$ cat src/rtl/seq_det_pkg.sv
// rtl/seq_det_pkg.sv - shared types and reset defaults for the serial pattern detector
//
// Purpose: controller state encoding, stream byte width and the reset-time pattern
//          configuration (1011, length 4).
// Ports:   none (package).
package seq_det_pkg;

    localparam int         BYTE_W      = 8;
    localparam logic [3:0] DEF_PATTERN = 4'b1011;
    localparam int         DEF_LEN     = 4;

    typedef enum logic [1:0] {
        IDLE  = 2'd0,
        READY = 2'd1,
        SHIFT = 2'd2,
        HALT  = 2'd3
    } state_t;

endpackage

$ cat src/rtl/pattern_match_core.sv
// rtl/pattern_match_core.sv - bit history, fill count, masked compare and registered det
//
// Purpose: shifts one bit per bit_vld into a history register (newest bit in LSB),
//          tracks how many valid bits it holds, and flags a match when the low len
//          bits equal the low len bits of the pattern.
// Macro:   SEQ_DET_NONOVERLAP_EN - history and fill restart on every match.
// Ports:
//   clk, rst   clock, synchronous active-high reset
//   bit_in     serial bit
//   bit_vld    bit_in enters history at this edge
//   clr_hist   empties history and fill count
//   pattern    pattern to match, newest bit in LSB
//   len        pattern length (0 -> 1, clamped to PAT_W)
//   hit        combinational: the most recent bit completed a match
//   det        hit registered (one-cycle pulse)
module pattern_match_core
    import seq_det_pkg::*;
#(
    parameter int PAT_W = 8
) (
    input  logic                       clk,
    input  logic                       rst,
    input  logic                       bit_in,
    input  logic                       bit_vld,
    input  logic                       clr_hist,
    input  logic [PAT_W-1:0]           pattern,
    input  logic [$clog2(PAT_W+1)-1:0] len,
    output logic                       hit,
    output logic                       det
);

    localparam int LEN_W = $clog2(PAT_W + 1);

    logic [PAT_W-1:0] hist;
    logic [PAT_W-1:0] hist_base;
    logic [PAT_W-1:0] mask;
    logic [LEN_W-1:0] fill;
    logic [LEN_W-1:0] fill_base;
    logic [LEN_W-1:0] len_eff;
    // Set only on the cycle after a new bit arrived, so a match sitting in
    // history during an idle gap is not reported again.
    logic             hist_new;

    always_comb begin
        if (len == '0) begin
            len_eff = LEN_W'(1);
        end else if (len > LEN_W'(PAT_W)) begin
            len_eff = LEN_W'(PAT_W);
        end else begin
            len_eff = len;
        end
    end

    always_comb begin
        mask = '0;
        for (int i = 0; i < PAT_W; i++) begin
            mask[i] = (LEN_W'(i) < len_eff);
        end
    end

    assign hit = hist_new && (fill >= len_eff) && (((hist ^ pattern) & mask) == '0);

    // The bit following a match is already being shifted in on the edge where
    // the match is consumed, so in non-overlapping mode it lands in an empty history.
    always_comb begin
`ifdef SEQ_DET_NONOVERLAP_EN
        hist_base = hit ? '0 : hist;
        fill_base = hit ? '0 : fill;
`else
        hist_base = hist;
        fill_base = fill;
`endif
    end

    always_ff @(posedge clk) begin
        if (rst) begin
            hist     <= '0;
            fill     <= '0;
            hist_new <= 1'b0;
            det      <= 1'b0;
        end else begin
            det <= hit;
            if (clr_hist) begin
                hist     <= '0;
                fill     <= '0;
                hist_new <= 1'b0;
            end else begin
                hist_new <= bit_vld;
                if (bit_vld) begin
                    hist <= {hist_base[PAT_W-2:0], bit_in};
                    fill <= (fill_base == LEN_W'(PAT_W)) ? fill_base : fill_base + LEN_W'(1);
                end else begin
                    hist <= hist_base;
                    fill <= fill_base;
                end
            end
        end
    end

endmodule

$ cat src/rtl/seq_det_stream_ctrl.sv
// rtl/seq_det_stream_ctrl.sv - byte-stream front end, FSM and counter for the pattern detector
//
// Purpose: accepts bytes over valid/ready, shifts each MSB first into pattern_match_core,
//          counts detections (saturating) and halts with a sticky irq at the threshold.
// Macro:   SEQ_DET_NONOVERLAP_EN (passed through to pattern_match_core).
// Ports:
//   clk, rst      clock, synchronous active-high reset
//   en            1 = run, 0 = abort to IDLE (history cleared, count kept)
//   cfg_we        config write, honoured only in IDLE
//   cfg_pattern   pattern, newest bit in LSB
//   cfg_len       pattern length, 0 treated as 1
//   cfg_thresh    irq threshold, 0 = never halt
//   clr           clears det_cnt/irq; leaves HALT
//   in_valid      byte available
//   in_data       byte, shifted MSB first
//   in_ready      byte accepted when in_valid & in_ready
//   det           one-cycle detection pulse
//   det_cnt       saturating detection count
//   irq           sticky threshold interrupt
//   busy          byte being shifted
module seq_det_stream_ctrl
    import seq_det_pkg::*;
#(
    parameter int PAT_W = 8,
    parameter int CNT_W = 16
) (
    input  logic                       clk,
    input  logic                       rst,
    input  logic                       en,
    input  logic                       cfg_we,
    input  logic [PAT_W-1:0]           cfg_pattern,
    input  logic [$clog2(PAT_W+1)-1:0] cfg_len,
    input  logic [CNT_W-1:0]           cfg_thresh,
    input  logic                       clr,
    input  logic                       in_valid,
    input  logic [7:0]                 in_data,
    output logic                       in_ready,
    output logic                       det,
    output logic [CNT_W-1:0]           det_cnt,
    output logic                       irq,
    output logic                       busy
);

    localparam int LEN_W = $clog2(PAT_W + 1);
    localparam int IDX_W = $clog2(BYTE_W);

    state_t              state;
    logic [BYTE_W-1:0]   shreg;
    logic [IDX_W-1:0]    bit_idx;
    logic [PAT_W-1:0]    pattern_r;
    logic [LEN_W-1:0]    len_r;
    logic [CNT_W-1:0]    thresh_r;
    logic                in_ready_r;
    logic                busy_r;

    logic                hit;
    logic [CNT_W-1:0]    cnt_inc;
    logic                halt_hit;
    logic                halt_now;
    logic                bit_vld;
    logic                clr_hist;
    logic                accept;

    assign cnt_inc  = (det_cnt == '1) ? det_cnt : det_cnt + CNT_W'(1);
    assign halt_hit = hit && (thresh_r != '0) && (cnt_inc == thresh_r);
    // clr on the same cycle as the threshold det cancels the halt.
    assign halt_now = halt_hit && !clr && en;
    // The bit that would enter on the halting edge is dropped with the rest of the byte.
    assign bit_vld  = (state == SHIFT) && en && !halt_now;
    assign clr_hist = !en || ((state == HALT) && clr);
    // A threshold det completed by the last bit of a byte lands while in READY;
    // masking in_ready here keeps the source from handing over a byte that HALT would lose.
    assign in_ready = in_ready_r && !halt_hit;
    assign accept   = in_valid && in_ready;
    assign busy     = busy_r;

    pattern_match_core #(
        .PAT_W (PAT_W)
    ) u_core (
        .clk      (clk),
        .rst      (rst),
        .bit_in   (shreg[BYTE_W-1]),
        .bit_vld  (bit_vld),
        .clr_hist (clr_hist),
        .pattern  (pattern_r),
        .len      (len_r),
        .hit      (hit),
        .det      (det)
    );

    always_ff @(posedge clk) begin
        if (rst) begin
            state      <= IDLE;
            in_ready_r <= 1'b0;
            busy_r     <= 1'b0;
            shreg      <= '0;
            bit_idx    <= '0;
            pattern_r  <= PAT_W'(DEF_PATTERN);
            len_r      <= LEN_W'(DEF_LEN);
            thresh_r   <= '0;
        end else begin
            if ((state == IDLE) && cfg_we) begin
                pattern_r <= cfg_pattern;
                len_r     <= cfg_len;
                thresh_r  <= cfg_thresh;
            end
            if (!en) begin
                state      <= IDLE;
                in_ready_r <= 1'b0;
                busy_r     <= 1'b0;
                bit_idx    <= '0;
            end else begin
                case (state)
                    IDLE: begin
                        state      <= READY;
                        in_ready_r <= 1'b1;
                    end
                    READY: begin
                        if (halt_now) begin
                            state      <= HALT;
                            in_ready_r <= 1'b0;
                        end else if (accept) begin
                            shreg      <= in_data;
                            bit_idx    <= '0;
                            state      <= SHIFT;
                            in_ready_r <= 1'b0;
                            busy_r     <= 1'b1;
                        end
                    end
                    SHIFT: begin
                        if (halt_now) begin
                            state  <= HALT;
                            busy_r <= 1'b0;
                        end else begin
                            shreg   <= {shreg[BYTE_W-2:0], 1'b0};
                            bit_idx <= bit_idx + IDX_W'(1);
                            if (bit_idx == IDX_W'(BYTE_W - 1)) begin
                                state      <= READY;
                                in_ready_r <= 1'b1;
                                busy_r     <= 1'b0;
                            end
                        end
                    end
                    HALT: begin
                        if (clr) begin
                            state      <= READY;
                            in_ready_r <= 1'b1;
                        end
                    end
                    default: begin
                        state      <= IDLE;
                        in_ready_r <= 1'b0;
                        busy_r     <= 1'b0;
                    end
                endcase
            end
        end
    end

    always_ff @(posedge clk) begin
        if (rst) begin
            det_cnt <= '0;
            irq     <= 1'b0;
        end else if (clr) begin
            det_cnt <= '0;
            irq     <= 1'b0;
        end else if (hit) begin
            det_cnt <= cnt_inc;
            if (halt_hit) begin
                irq <= 1'b1;
            end
        end
    end

endmodule

$ cat config.mk
export PLATFORM = sky130hd
export DESIGN_NAME = seq_det_stream_ctrl
export DESIGN_NICKNAME = d
export VERILOG_FILES = /design/src/rtl/seq_det_pkg.sv /design/src/rtl/pattern_match_core.sv /design/src/rtl/seq_det_stream_ctrl.sv
export SDC_FILE = /design/constraint.sdc
export NUM_CORES = 1
export LEC_CHECK = 0
export ABC_AREA = 1
export CORE_ASPECT_RATIO = 1.75
export CORE_UTILIZATION = 55
export DETAILED_ROUTE_END_ITERATION = 10
export GPL_ROUTABILITY_DRIVEN = 1
export PLACE_DENSITY_LB_ADDON = 0.05
export SETUP_SLACK_MARGIN = 0.5
export SLEW_MARGIN = 20
export SYNTH_ARGS = -nofsm -noshare
export SYNTH_HDL_FRONTEND = slang
export SYNTH_SLANG_ARGS = --single-unit
$ cat constraint.sdc
create_clock -name clk -period 3.44 [get_ports clk]
set_input_delay 0.688 -clock clk [delete_from_list [all_inputs] [get_ports clk]]
set_output_delay 0.688 -clock clk [all_outputs]
set_load 0.01 [all_outputs]
Yosys cells after proc, flatten, opt, wreduce, memory -nomap -nowiden
Index checks and enable logic that the tools add are counted.
W data, S select, Z words.

word-level totals
  bits of input ports = 42
  output and inout port bits = 20
  flip-flop bits (word level) = 74

cells by class
  muxes and demuxes = 28
  equality and inequality tests = 14
  order comparisons = 10
  reductions and logical operators = 32
  bitwise gates (word level) = 4
  add/sub/neg operators = 3

operators by type and width
  kind                     count
  $mux W8                  3
  $add A16 B1 Y16 const B  1
  $eq A16 B16 Y1           1
  $eq A16 B16 Y1 const B   1
  $lt A3 B4 Y1 const A     4
  $mux W16                 1
  $pmux W8 S2              1
  $reduce_bool A16 Y1      1
  $logic_and A1 B1 Y1      12
  $reduce_and A4 Y1        3
  $mux W2                  5
  $mux W1                  9
  $mux W3                  3
  $and A8 B8 Y8            1
  $logic_not A8 Y1         1
  $lt A1 B4 Y1 const A     2
  $lt A2 B4 Y1 const A     2
  $mux W4                  2
  $ne A2 B2 Y1 const B     4
  $pmux W2 S4              1
  $xor A8 B8 Y8            1
  $pmux W3 S2              1
  $reduce_or A2 Y1         3
  $reduce_and A5 Y1        1
  other kinds (21)         27

Depth between registers and ports, before layout
Gate-level depths: netlist of run 1.

  depth after elaboration = 15
  depth in mapped cells = 22
  mapped depth without buffers = 21

Hierarchy
Synthesis of run 1 repeated with hierarchy kept, for this count alone.

second synthesis, totals
  cells, all modules = 705
  area total of the unflattened synthesis = 4451.8 um^2

by module, submodules not included
  module               instances  area each (um^2)  cells each
  seq_det_stream_ctrl  1          3607.2            578
  pattern_match_core   1          844.6             127

Worst setup path before layout of run 1
OpenSTA, ideal clock, no wires.

  path type = register to output
  from = reg det_cnt[0]
  to = out in_ready
  cell stages (with the launch flop) = 15
  data required time = 2.752 ns
  path slack = 0.805 ns
  path buffers = 2
  arrival time = 1.947 ns
  cells stage by stage = dfxtp_1 > ha_1 > inv_2 > nor2_2 > nand2_2 > inv_2 > nand2_2 > buf_6 > buf_6 > nand3_1 > nand2_1 > nor3_1 > nand3_1 > nor2_1 > nor2_1

between the ends
  longest elaborated chain between the ends = 6
  elaborated cells on any way between the ends = 7
  classes of those cells = add/sub: 1; eq/ne: 2; mux: 1; reduce/logical: 3

ends and longest elaborated chain
  what                                                      line                        text
  start, declared                                           seq_det_stream_ctrl.sv:39   output logic [CNT_W-1:0] det_cnt,
  start signal, assigned                                    seq_det_stream_ctrl.sv:168  det_cnt <= cnt_inc;
  $add A16 B1 Y16 / $eq A16 B16 Y1 (equally long branches)  seq_det_stream_ctrl.sv:64   assign cnt_inc = (det_cnt == '1) ? det_cnt : det_cnt + CNT_W'(1);
  $mux W16 *                                                seq_det_stream_ctrl.sv:64
  $eq A16 B16 Y1 *                                          seq_det_stream_ctrl.sv:65   assign halt_hit = hit && (thresh_r != '0) && (cnt_inc == thresh_r);
  $logic_and A1 B1 Y1 *                                     seq_det_stream_ctrl.sv:65
  $logic_not A1 Y1 *                                        seq_det_stream_ctrl.sv:73   assign in_ready = in_ready_r && !halt_hit;
  $logic_and A1 B1 Y1 *                                     seq_det_stream_ctrl.sv:73
  end, declared                                             seq_det_stream_ctrl.sv:37   output logic in_ready,

Mark *: on every way between the ends. The rest lies on a longest branch, timed or not.

Worst setup path in the final report of run 1
Same ends and word-level chain as after synthesis.

==> flow_summary_export.csv, run 1 <==
group,metric,value,unit
synth,yosysTopAreaCell,"dfxtp_1",
cts,clk_path_buf_depth,2,
synth,syn-num-nets,737,
pwr,ir_worst_vdd,442,uV
sta,period_share,87.9,%
floorplanning,dieArea,8460,um^2
sta,rsz0062_at_grt,"yes",
synth,synth.yosys.warnings,0,
synth,netlist_instances,682,
routing,ant_nets,0,
pwr,p_leak,2.69,nW
routing,drc,0,
synth,netlist_area,4450,um^2
floorplanning,core_area,7860,um^2
sta,clock.fmax,331,MHz
critical_path,cp_max_fo,7,
sta,timing.final.ws_setup,416,ps
routing,first_pass_iters,5,
synth,ys_seq_area_share,33.3,%
floorplanning,die_h,121,um
routing,vias,4875,
critical_path,start_kind,"register",
sta,tightestPinTransition,857,ps
routing,wire_per_inst,16.0,um
synth,synth.distinct_cells,36,
routing,vias_per_cell,5.58,
grt,grt_pass1_wl,21500,um
cts,clkSlewWorstSetupHoldPaths,60,ps
placed_design,portBuffers,61,
placed_design,gp_routability_congestion,1.02,
pwr,powerDensity,375,nW/um^2
sta,fin_crit,3020,ps
floorplanning,initial_core_util,56.6,%
cts,ctsHtreeMaxLevel,3,
critical_path,required,2750,ps
grt,track_usage,32.5,%
critical_path,arrival,2340,ps
cts,hold_buffers,0,
sta,fin_skew,8.89,ps
synth,ys_seq_elements,74,
sta,setup_tns,0,ps
sta,slew_headroom,42.8,%
job,maxCapViolCount,0,
sta,finalHoldViolCount,0,
routing,totalWireLength,13900,um
finish,final_nets,834,
cts,ctsRootBufferMaster,"clkbuf_16",
cts,cts_buffers,9,
finish,area_growth,38.2,%
finish,antenna_cells,0,
synth,syn_avg_cell_area,6.52,um^2
hold_path,hold_path_class,"register to register",
sta,slew_viol_final,0,
sta,finalSetupViolCount,0,
placed_design,hpwl,9610,um
grt,grt_max_degree,33,
floorplanning,die_w,70.0,um
synth,yosys-top-cells-area,"dfxtp_1 (33%), nand2_1 (14%), nor2_1 (7.2%)",
status,outcome,"finished clean",
routing,drtIter0Drc,306,
cts,clk-insertion-delay-late,340,ps
critical_path,worstSetupEndpointType,"primary output",
floorplanning,ios,62,
grt,antenna_found_initial,0,
pwr,power,0.00230,W
placed_design,place_ws,205,ps
cts,clock_sinks,74,
cts,cts_tree,"built",
critical_path,critPathKind,"register to primary output",
grt,grt_pass1_vias,4686,
grt,grt_overflow,0,
finish,drive_above_1_share,22.7,%
floorplanning,rows,43,
synth,synth_top_area_share,33.3,%
[layer usage]
metal,vias up,track usage (%),part of all wire (%)
met5,-,0,0
met4,0,20.1,5.1
met3,56,5.48,3.0
met2,145,64.4,57
met1,2257,29.6,35
li1,2417,-,-
[cells by family (layout without fill, tap and decap cells)]
family	count (synthesis)	count (layout)	share of synthesized area, %
XOR/XNOR	10	10	1.97
AO/OA/AOI/OAI	115	115	13.5
AND/OR/NAND/NOR	372	374	38.5
buffers and inverters	98	198	9.06
adder cells (fa/ha/maj)	13	13	3.66
flip-flops	74	74	33.3
[cell usage after synthesis (all sizes together)]
master and n:
nand3 67, o211ai 2, nor3 2, inv 77, or2 3, xnor2 2, o21a 1, nor4 1
and2 1, ha 13, xor2 8, buf 5, nand3b 1, a31oi 5, a21oi 47, nor2 98
clkinv 3, nand2 177, clkbuf 13, nand4 22, o21bai 1, dfxtp 74, o21ai 59
[through the flow]
stage / hold slack (ps) / util (%) / cell area (um^2) / instances
global placement: 450 / 66.1 / 5190 / 830
CTS: 458 / 74.7 / 5870 / 861
finish: 456 / 78.2 / 6150 / 874
floorplan: 430 / - / 4450 / 682
global route: 468 / 78.2 / 6150 / 874
detailed placement: 450 / 66.1 / 5190 / 830
[worst max-delay path, stage by stage (launching register included)]
cell,delay [ps]
dfxtp_2,350
ha_4,160
inv_4,40
nor2_4,130
nand2_4,90
inv_2,70
nand2_4,90
buf_12,140
buf_16,130
nand3_2,100
nand2_2,80
nor3_4,190
nand3_1,110
nor2_2,130
nor2_1,50
buf_2,130
[sequential cells by signal (all words and copies together) (netlist names)]
| name | count |
|---|---|
| irq | 1 |
| thresh_r | 16 |
| u_core.det | 1 |
| len_r | 4 |
| state | 2 |
| u_core.hist_new | 1 |
| in_ready_r | 1 |
| u_core.fill | 4 |
| pattern_r | 8 |
| shreg | 8 |
| det_cnt | 16 |
| busy | 1 |
| u_core.hist | 8 |
| bit_idx | 3 |
[layout by cell type, fill, tap and decap left out, types with 12 or more instances in the layout]
cell	count
nand2_1	139
dfxtp_1	56
clkdlybuf4s50_1	60
o21ai_0	51
nor2_1	75
nand4_1	20
a21oi_1	45
nor2_4	12
inv_1	68
nand3_1	52
nand2_2	33
buf_4	34
[final cells by class]
class | instances | area, um^2
Clock inverter | 4 | 50.0
Inverter | 80 | 308
Tap cell | 90 | 113
Fill cell | 590 | 1710
Clock buffer | 12 | 256
Sequential cell | 74 | 1520
Timing Repair Buffer | 102 | 1010
Multi-Input combinational cell | 512 | 2890
[worst paths after layout]
check                           from                     endpoint  slack (ps)  depth (start not counted)
max          det_cnt[0]$_SDFFE_PP0P_                     in_ready         420                         15
min            shreg[7]$_SDFFE_PP0P_  u_core.hist[0]$_SDFFE_PP0P_         460                          2
max reg2reg  det_cnt[0]$_SDFFE_PP0P_  u_core.fill[0]$_SDFFE_PP0P_         540                         22
min reg2reg    shreg[7]$_SDFFE_PP0P_  u_core.hist[0]$_SDFFE_PP0P_         460                          2
[power breakdown]
group          switching (W)  internal [W]
Clock               0.000373      0.000600
Combinational       0.000230      0.000174
Sequential         0.0000312      0.000894
[repair_timing]
item / in CTS / in global routing
buffers inserted: 13 / 11
pin swaps: 22 / 24
endpoints found under the setup margin: 1 / 25
cloned: 2 / 2
gates resized for setup: 66 / 48
(Power assumes the default switching activity.)
==> inputs of run 2 (changes only) <==
ABC_CLOCK_PERIOD_IN_PS = 3440   (was unset)
CTS_CLUSTER_SIZE = 14   (was unset)
==> results of run 2 <==
No change in the layout: final DEF, timing and power equal those of run 1.
==> inputs of run 3 (changes only) <==
CTS_CLUSTER_DIAMETER = 40   (was unset)
==> results of run 3 <==
No change in the layout: final DEF, timing and power equal those of run 1.
